### src/rtl/prog_lut_fn_pkg.sv
// prog_lut_fn_pkg -- shared definitions for the programmable lookup-table
// function block.
//   lut_state_e : operating mode (RUN evaluates, LOAD reloads the table)
//   N_IN_MAX    : largest supported number of function inputs
//   N_OUT_MAX   : largest supported number of function outputs
package prog_lut_fn_pkg;

    localparam int N_IN_MAX  = 8;
    localparam int N_OUT_MAX = 8;

    typedef enum logic {
        RUN  = 1'b0,
        LOAD = 1'b1
    } lut_state_e;

endpackage

### src/rtl/prog_lut_fn_table.sv
// prog_lut_fn_table -- truth-table storage for prog_lut_fn.
// Holds 2**N_IN entries of N_OUT bits. There is one synchronous write port
// and one combinational read port.
// Ports:
//   clk, reset      : clock, asynchronous active-high reset (restores RESET_TABLE)
//   we, waddr, wdata: write enable, entry index, entry value
//   raddr, rdata    : read index, entry value (combinational)
module prog_lut_fn_table #(
    parameter int N_IN  = 3,
    parameter int N_OUT = 1,
    parameter logic [(2**N_IN)*N_OUT-1:0] RESET_TABLE = 'h31
) (
    input  logic             clk,
    input  logic             reset,
    input  logic             we,
    input  logic [N_IN-1:0]  waddr,
    input  logic [N_OUT-1:0] wdata,
    input  logic [N_IN-1:0]  raddr,
    output logic [N_OUT-1:0] rdata
);

    localparam int DEPTH = 2**N_IN;

    logic [N_OUT-1:0] mem [DEPTH];

    // NOTE: the table is reset on purpose. Reset must restore the default
    // function, including after a reload that was only partly written. This
    // makes the storage a register array, not RAM, which is acceptable at
    // 256 x 8 bits at most.
    // NOTE: sequential state uses non-blocking assignments so that every
    // flop samples the values that existed before the clock edge.
    always_ff @(posedge clk or posedge reset) begin
        if (reset) begin
            for (int i = 0; i < DEPTH; i++) begin
                mem[i] <= RESET_TABLE[i*N_OUT +: N_OUT];
            end
        end else if (we) begin
            mem[waddr] <= wdata;
        end
    end

    assign rdata = mem[raddr];

endmodule

### src/rtl/prog_lut_fn.sv
// prog_lut_fn -- programmable N_IN -> N_OUT boolean function.
// Each accepted input vector indexes the truth table. The result is
// registered, so it appears exactly one cycle later. The table can be
// reloaded in place: a cfg_start pulse enters LOAD, and then 2**N_IN cfg_valid
// beats write the entries in order, starting from entry 0.
// Ports:
//   clk, reset                   : clock, asynchronous active-high reset
//   in_valid, in_ready, in_data  : evaluation request handshake
//   out_valid, out_ready, out_data: result handshake
//   cfg_start                    : pulse that begins a reload
//   cfg_valid, cfg_data          : reload beats
//   cfg_busy                     : high while reloading
//   cfg_done                     : one-cycle pulse on the first RUN cycle after a reload
module prog_lut_fn
    import prog_lut_fn_pkg::*;
#(
    parameter int N_IN  = 3,
    parameter int N_OUT = 1,
    parameter logic [(2**N_IN)*N_OUT-1:0] RESET_TABLE = 'h31
) (
    input  logic             clk,
    input  logic             reset,
    input  logic             in_valid,
    output logic             in_ready,
    input  logic [N_IN-1:0]  in_data,
    output logic             out_valid,
    input  logic             out_ready,
    output logic [N_OUT-1:0] out_data,
    input  logic             cfg_start,
    input  logic             cfg_valid,
    input  logic [N_OUT-1:0] cfg_data,
    output logic             cfg_busy,
    output logic             cfg_done
);

    // The counter is one bit wider than the index so it can represent the
    // full entry count without wrapping inside a load.
    localparam logic [N_IN:0] LAST_ADDR = (N_IN+1)'(2**N_IN - 1);

    lut_state_e       state, state_next;
    logic [N_IN:0]    addr;
    logic             accept;
    logic             beat;
    logic             last_beat;
    logic [N_OUT-1:0] rdata;

    assign in_ready  = (state == RUN) & (~out_valid | out_ready);
    assign accept    = in_valid & in_ready;
    assign beat      = (state == LOAD) & cfg_valid;
    assign last_beat = beat & (addr == LAST_ADDR);

    // Writes happen only in LOAD. An input accepted in the same cycle as
    // cfg_start therefore still reads the old table.
    prog_lut_fn_table #(
        .N_IN        (N_IN),
        .N_OUT       (N_OUT),
        .RESET_TABLE (RESET_TABLE)
    ) u_table (
        .clk   (clk),
        .reset (reset),
        .we    (beat),
        .waddr (addr[N_IN-1:0]),
        .wdata (cfg_data),
        .raddr (in_data),
        .rdata (rdata)
    );

    // NOTE: every output of this process gets a default first, so no path
    // through the case statement can infer a latch.
    always_comb begin
        state_next = state;
        cfg_busy   = 1'b0;
        case (state)
            RUN: begin
                if (cfg_start) state_next = LOAD;
            end
            LOAD: begin
                cfg_busy = 1'b1;
                if (last_beat) state_next = RUN;
            end
            default: state_next = RUN;
        endcase
    end

    always_ff @(posedge clk or posedge reset) begin
        if (reset) begin
            state    <= RUN;
            addr     <= '0;
            cfg_done <= 1'b0;
        end else begin
            state    <= state_next;
            // cfg_done is registered from the last beat, so it lines up
            // with the first RUN cycle.
            cfg_done <= last_beat;
            if (last_beat) begin
                addr <= '0;
            end else if (beat) begin
                addr <= addr + (N_IN+1)'(1);
            end
        end
    end

    // Output register. A pending result is held until it is consumed, and
    // a reload does not affect it.
    always_ff @(posedge clk or posedge reset) begin
        if (reset) begin
            out_valid <= 1'b0;
            out_data  <= '0;
        end else if (accept) begin
            out_valid <= 1'b1;
            out_data  <= rdata;
        end else if (out_ready) begin
            out_valid <= 1'b0;
        end
    end

endmodule

### config.mk
export PLATFORM = sky130hd
export DESIGN_NAME = prog_lut_fn
export DESIGN_NICKNAME = d
export VERILOG_FILES = /design/src/rtl/prog_lut_fn_pkg.sv /design/src/rtl/prog_lut_fn_table.sv /design/src/rtl/prog_lut_fn.sv
export SDC_FILE = /design/constraint.sdc
export NUM_CORES = 1
export LEC_CHECK = 0
export BUFFER_PORTS_ARGS = -buffer_cell sky130_fd_sc_hd__buf_2
export CAP_MARGIN = 15
export CORE_MARGIN = 5
export CORE_UTILIZATION = 51
export CTS_CLUSTER_SIZE = 10
export DETAILED_ROUTE_END_ITERATION = 8
export PLACE_DENSITY = 0.75
export SYNTH_ARGS = -nofsm -noshare
export SYNTH_HDL_FRONTEND = slang
export SYNTH_SLANG_ARGS = --single-unit
### constraint.sdc
create_clock -name clk -period 1.6 [get_ports clk]
set_input_delay 0.24 -clock clk [delete_from_list [all_inputs] [get_ports clk]]
set_output_delay 0.24 -clock clk [all_outputs]
set_load 0.05 [all_outputs]
After elaboration in Yosys (flattened, before gate mapping)
Cells that the tools add are included.
{"block": "classes", "order_cmp": 3, "bitwise_logic": 9, "n_eq_ne": 1, "muxes": 14, "n_addsub": 1, "n_reduce_logical": 3}
{"operator": "8-bit bitwise mux", "count": 1}
{"operator": "4-bit >= comparator (second input constant)", "count": 2}
{"operator": "1-bit two-way mux", "count": 8}
{"operator": "4-bit two-way mux", "count": 2}
{"operator": "3-bit NOT with 4-bit output", "count": 2}
{"operator": "4-bit by 1-bit adder with 4-bit output (second input constant)", "count": 1}
{"operator": "1-bit AND", "count": 4}
{"operator": "4-bit by 3-bit == test with 1-bit output (second input constant)", "count": 1}
{"operator": "4-bit by 1-bit less-than comparator with 1-bit output (second input constant)", "count": 1}
{"operator": "2-bit nonzero test", "count": 2}
{"operator": "1-bit binary-select mux with 3-bit select", "count": 1}
{"operator": "1-bit demux with 3-bit select", "count": 1}
{"operator": "1-bit NOT", "count": 2}
{"operator": "1-bit case mux with 2 select lines", "count": 1}
{"operator": "1-bit logical AND", "count": 1}
{"operator": "1-bit OR", "count": 1}
{"block": "word_totals", "in_bits": 10, "word_cells": 44, "regBits": 16}

Logic depth before layout (Yosys ltp)
{"block": "depth", "ltp_word": 6, "depth_mapped": 4, "mapped_depth_nobuf": 4}

Cells and area by module
From an unflattened synthesis, not the netlist that was laid out.
{"block": "hier_totals", "cells_unflattened": 60, "hier_area_um2": 782.0}
{"mod": "prog_lut_fn_table", "n_inst": 1, "cells_per_inst": 28, "area_each_um2": 440.4}
{"mod": "prog_lut_fn", "n_inst": 1, "cells_per_inst": 32, "area_each_um2": 341.6}

Least setup slack after synthesis
No wires, ideal clock.
{"block": "synth_path", "path_kind": "flip-flop to output port", "startpoint": "register out_valid", "endpoint": "output port in_ready", "path_stages_with_launch": 3, "setup_slack_ns": -0.058, "required_ns": 1.360, "t_arrival_ns": 1.418, "path_cell_list": "dfrtp_1 nor2b_1 nor2_1"}
{"block": "synth_via", "elab_chain_len": 3}
{"item": "from (decl)", "line": "prog_lut_fn.sv:26", "rtl": "output logic out_valid,"}
{"item": "from (signal assigned)", "line": "prog_lut_fn.sv:107", "rtl": "out_valid <= 1'b0;"}
{"item": "from (signal assigned)", "line": "prog_lut_fn.sv:110", "rtl": "out_valid <= 1'b1;"}
{"item": "from (signal assigned)", "line": "prog_lut_fn.sv:113", "rtl": "out_valid <= 1'b0;"}
{"item": "1-bit NOT", "line": "prog_lut_fn.sv:47", "rtl": "assign in_ready = (state == RUN) & (~out_valid | out_ready);"}
{"item": "1-bit OR", "line": "prog_lut_fn.sv:47"}
{"item": "1-bit AND", "line": "prog_lut_fn.sv:47"}
{"item": "to (decl)", "line": "prog_lut_fn.sv:24", "rtl": "output logic in_ready,"}
Every way passes these cells.

Worst setup path after layout
{"block": "layout_path", "startpoint": "register state", "endpoint": "output port in_ready"}
{"block": "layout_via", "elab_chain_len": 2}
{"item": "from (decl)", "line": "prog_lut_fn.sv:40", "rtl": "lut_state_e state, state_next;"}
{"item": "from (signal assigned)", "line": "prog_lut_fn.sv:91", "rtl": "state <= state_next;"}
{"item": "1-bit NOT"}
{"item": "1-bit AND", "line": "prog_lut_fn.sv:47"}
Every way passes these cells.

==> impl_results.md <==
- Most common cell after layout, fill and taps aside: buf_2
- Initial Util: approximately 56%
- Vias/cell: 5.55
- Final net count: 91
- Yosys reg bits: 16
- Design area: ~870 sq um
- Yosys warns: 0
- IO Port Bufs: 14
- Die height: around 48 um
- DR pass1 iterations: 4
- Arrival @ worst endpoint: roughly 1200 ps
- Sum of negative setup slack: 0 ps
- Placed Area: approximately 830 sq um
- DRC viols: 0
- Sink Count: 16
- Clk_skew: between 1 and 1.5 ps
- Maximum VDD drop: 970 uV
- Buffers inserted by post-CTS timing repair: 0
- GRT Total Usage: between 10% and 20%
- Non-Filler Instances: 94
- WP data required: about 1400 ps
- P per Cell Area: about 1900 nW/um^2
- Startpoint Class: register
- I/O pin count: 15
- Routed WL: between 1000 and 1500 um
- Leak: around 0.41 nW
- Seq/Total Area, Yosys: a little over half
- Fmax: 709 MHz
- Pin count of the biggest net entering global routing: 17
- Mapped Area: 751 sq um
- Run status: complete, but fails checks
- H-tree Lvls: 1
- Failing checks: negative hold slack
- Iter 0 DRT Violations: 8
- N_diodes: 0
- Mapped Nets: 73
- Clock transition at path regs: roughly 90 ps
- Vias post-DR: roughly 520
- Core Area: 1350 sq um
- Clock Latency Late Sink: roughly 290 ps
- Post-synth cell types: 19
- Instance count of the mapped netlist: 62
- CTS tree: done
- Final core occ: ~64%
- Hold WC Path Type: in -> async
- Synth area leaders: dfrtp_1, mux2_1, dfstp_2, mux2i_1, nor2_1
- Post-layout min period: 1410 ps
- CP max FO: 8
- Die width: just under 50 um
- Syn Area/Cell: approximately 12 sq um
- Synth top area share: around 43%
- First-pass GRT wire length: 2350 um
- Slew HR: 59.8%
- Final hold vios: 1
- Initial antenna violation count: 0
- Final period utilization: between 80% and 90%
- Synth-to-Final Area Change: 15.5%
- CTS buffer count: 3
- Slew @ Worst Pin: 603 ps
- Hold_buf cts: 0
- Commonest non-fill, non-tap cells in the layout: buf_2, dfrtp_1, mux2_1
- # fillers: around 110
- Full die area: roughly 2300 sq um
- Setup violators final: 0
- Avg WL per Cell: around 15 um
- Fin. max-slew vios: 0
- Overflow left after global routing: 0
- Share of cells above drive strength 1: approximately 29%
- CP Class: reg -> out
- Vias in the first global route: 501
- Resize count post-CTS: 0
- Post-synth top area cell: dfrtp_1
- Post-DRT Antenna Nets: 0
- Final GP Congestion: between 0.7 and 0.8
- RSZ-0062 raised after global routing: false
- Hold WS: -0.404 ps
- Clock root buffer: clkbuf_4
- CTS max path bufs: 2
- Detailed Place HPWL: between 1000 and 1500 um
- Dpl cells: 90
- # rows: 13
- Pwr Total: approximately 0.0016 W
- Max Cap Violations: 0
- Crit path capture type: output pin
==> final cells by class <==
class                           instances  area [sq um]  area share, %
Sequential cell                        16           404           46.6
Clock buffer                            4          36.3           4.18
Tap cell                               15          18.8           2.16
Timing Repair Buffer                   14          70.1           8.08
Inverter                                2          7.51          0.866
Multi-Input combinational cell         43           330           38.1
==> cell usage after synthesis <==
cell      number
mux2i_1        5
nor3_1         2
dfstp_2        3
mux4_2         1
nand2b_1       2
ha_1           1
nor2b_1        1
nor2_1        10
inv_1          2
or2_1          1
o21ai_1        1
nand3_1        2
nor3b_1        2
mux2_1        10
dfrtp_1       13
nand3b_1       1
nand2_1        3
buf_6          1
xnor2_1        1
==> flip-flops by register name, summed over array words and instances (netlist names) <==
name	flops
addr	4
cfg_done	1
out_data	1
out_valid	1
state	1
u_table.mem	8
==> through the flow <==
step	hold WS, ps	worst slack [ps]
2_1_floorplan	152	37.7
3_3_place_gp	333	250
3_5_place_dp	331	242
4_1_cts	15.9	187
5_1_grt	42.7	117
6_report	-0.404	190
==> kinds of logic after synthesis <==
family	share of synthesized area [%]
AND/OR/NAND/NOR	15.5
buffers and inverters	2.50
multiplexers	24.7
flip-flops	53.8
AO/OA/AOI/OAI	0.666
adder cells (fa/ha/maj)	1.67
XOR/XNOR	1.17
==> critical path: stages (launching register included) <==
cell and delay [ps]:
dfrtp_1 490, nor2_2 130, buf_2 260
==> where the power goes <==
group	switching, W	internal, W
logic	0.000326	0.000254
clock network	0.000130	0.000139
registers	0.000143	0.000614
==> final timing paths <==
kind,slack (ps),cells after the start,end,start
worst max register to register,210,4,state,addr[1]
max in group asynchronous,1210,2,addr[1],reset
worst min register to register,490,1,u_table.mem[0],u_table.mem[0]
worst max-delay path,190,2,in_ready,state
worst min-delay path,-0.4,2,state,reset
min in group clk,200,3,state,cfg_start
==> per-layer routing <==
metal / track usage [%] / part of all wire, %
met3: 3.98 / 6.3
met5: 0 / 0
met4: 6.91 / 2.7
met2: 19.6 / 48
met1: 15.6 / 43
(Power assumes the default switching activity.)
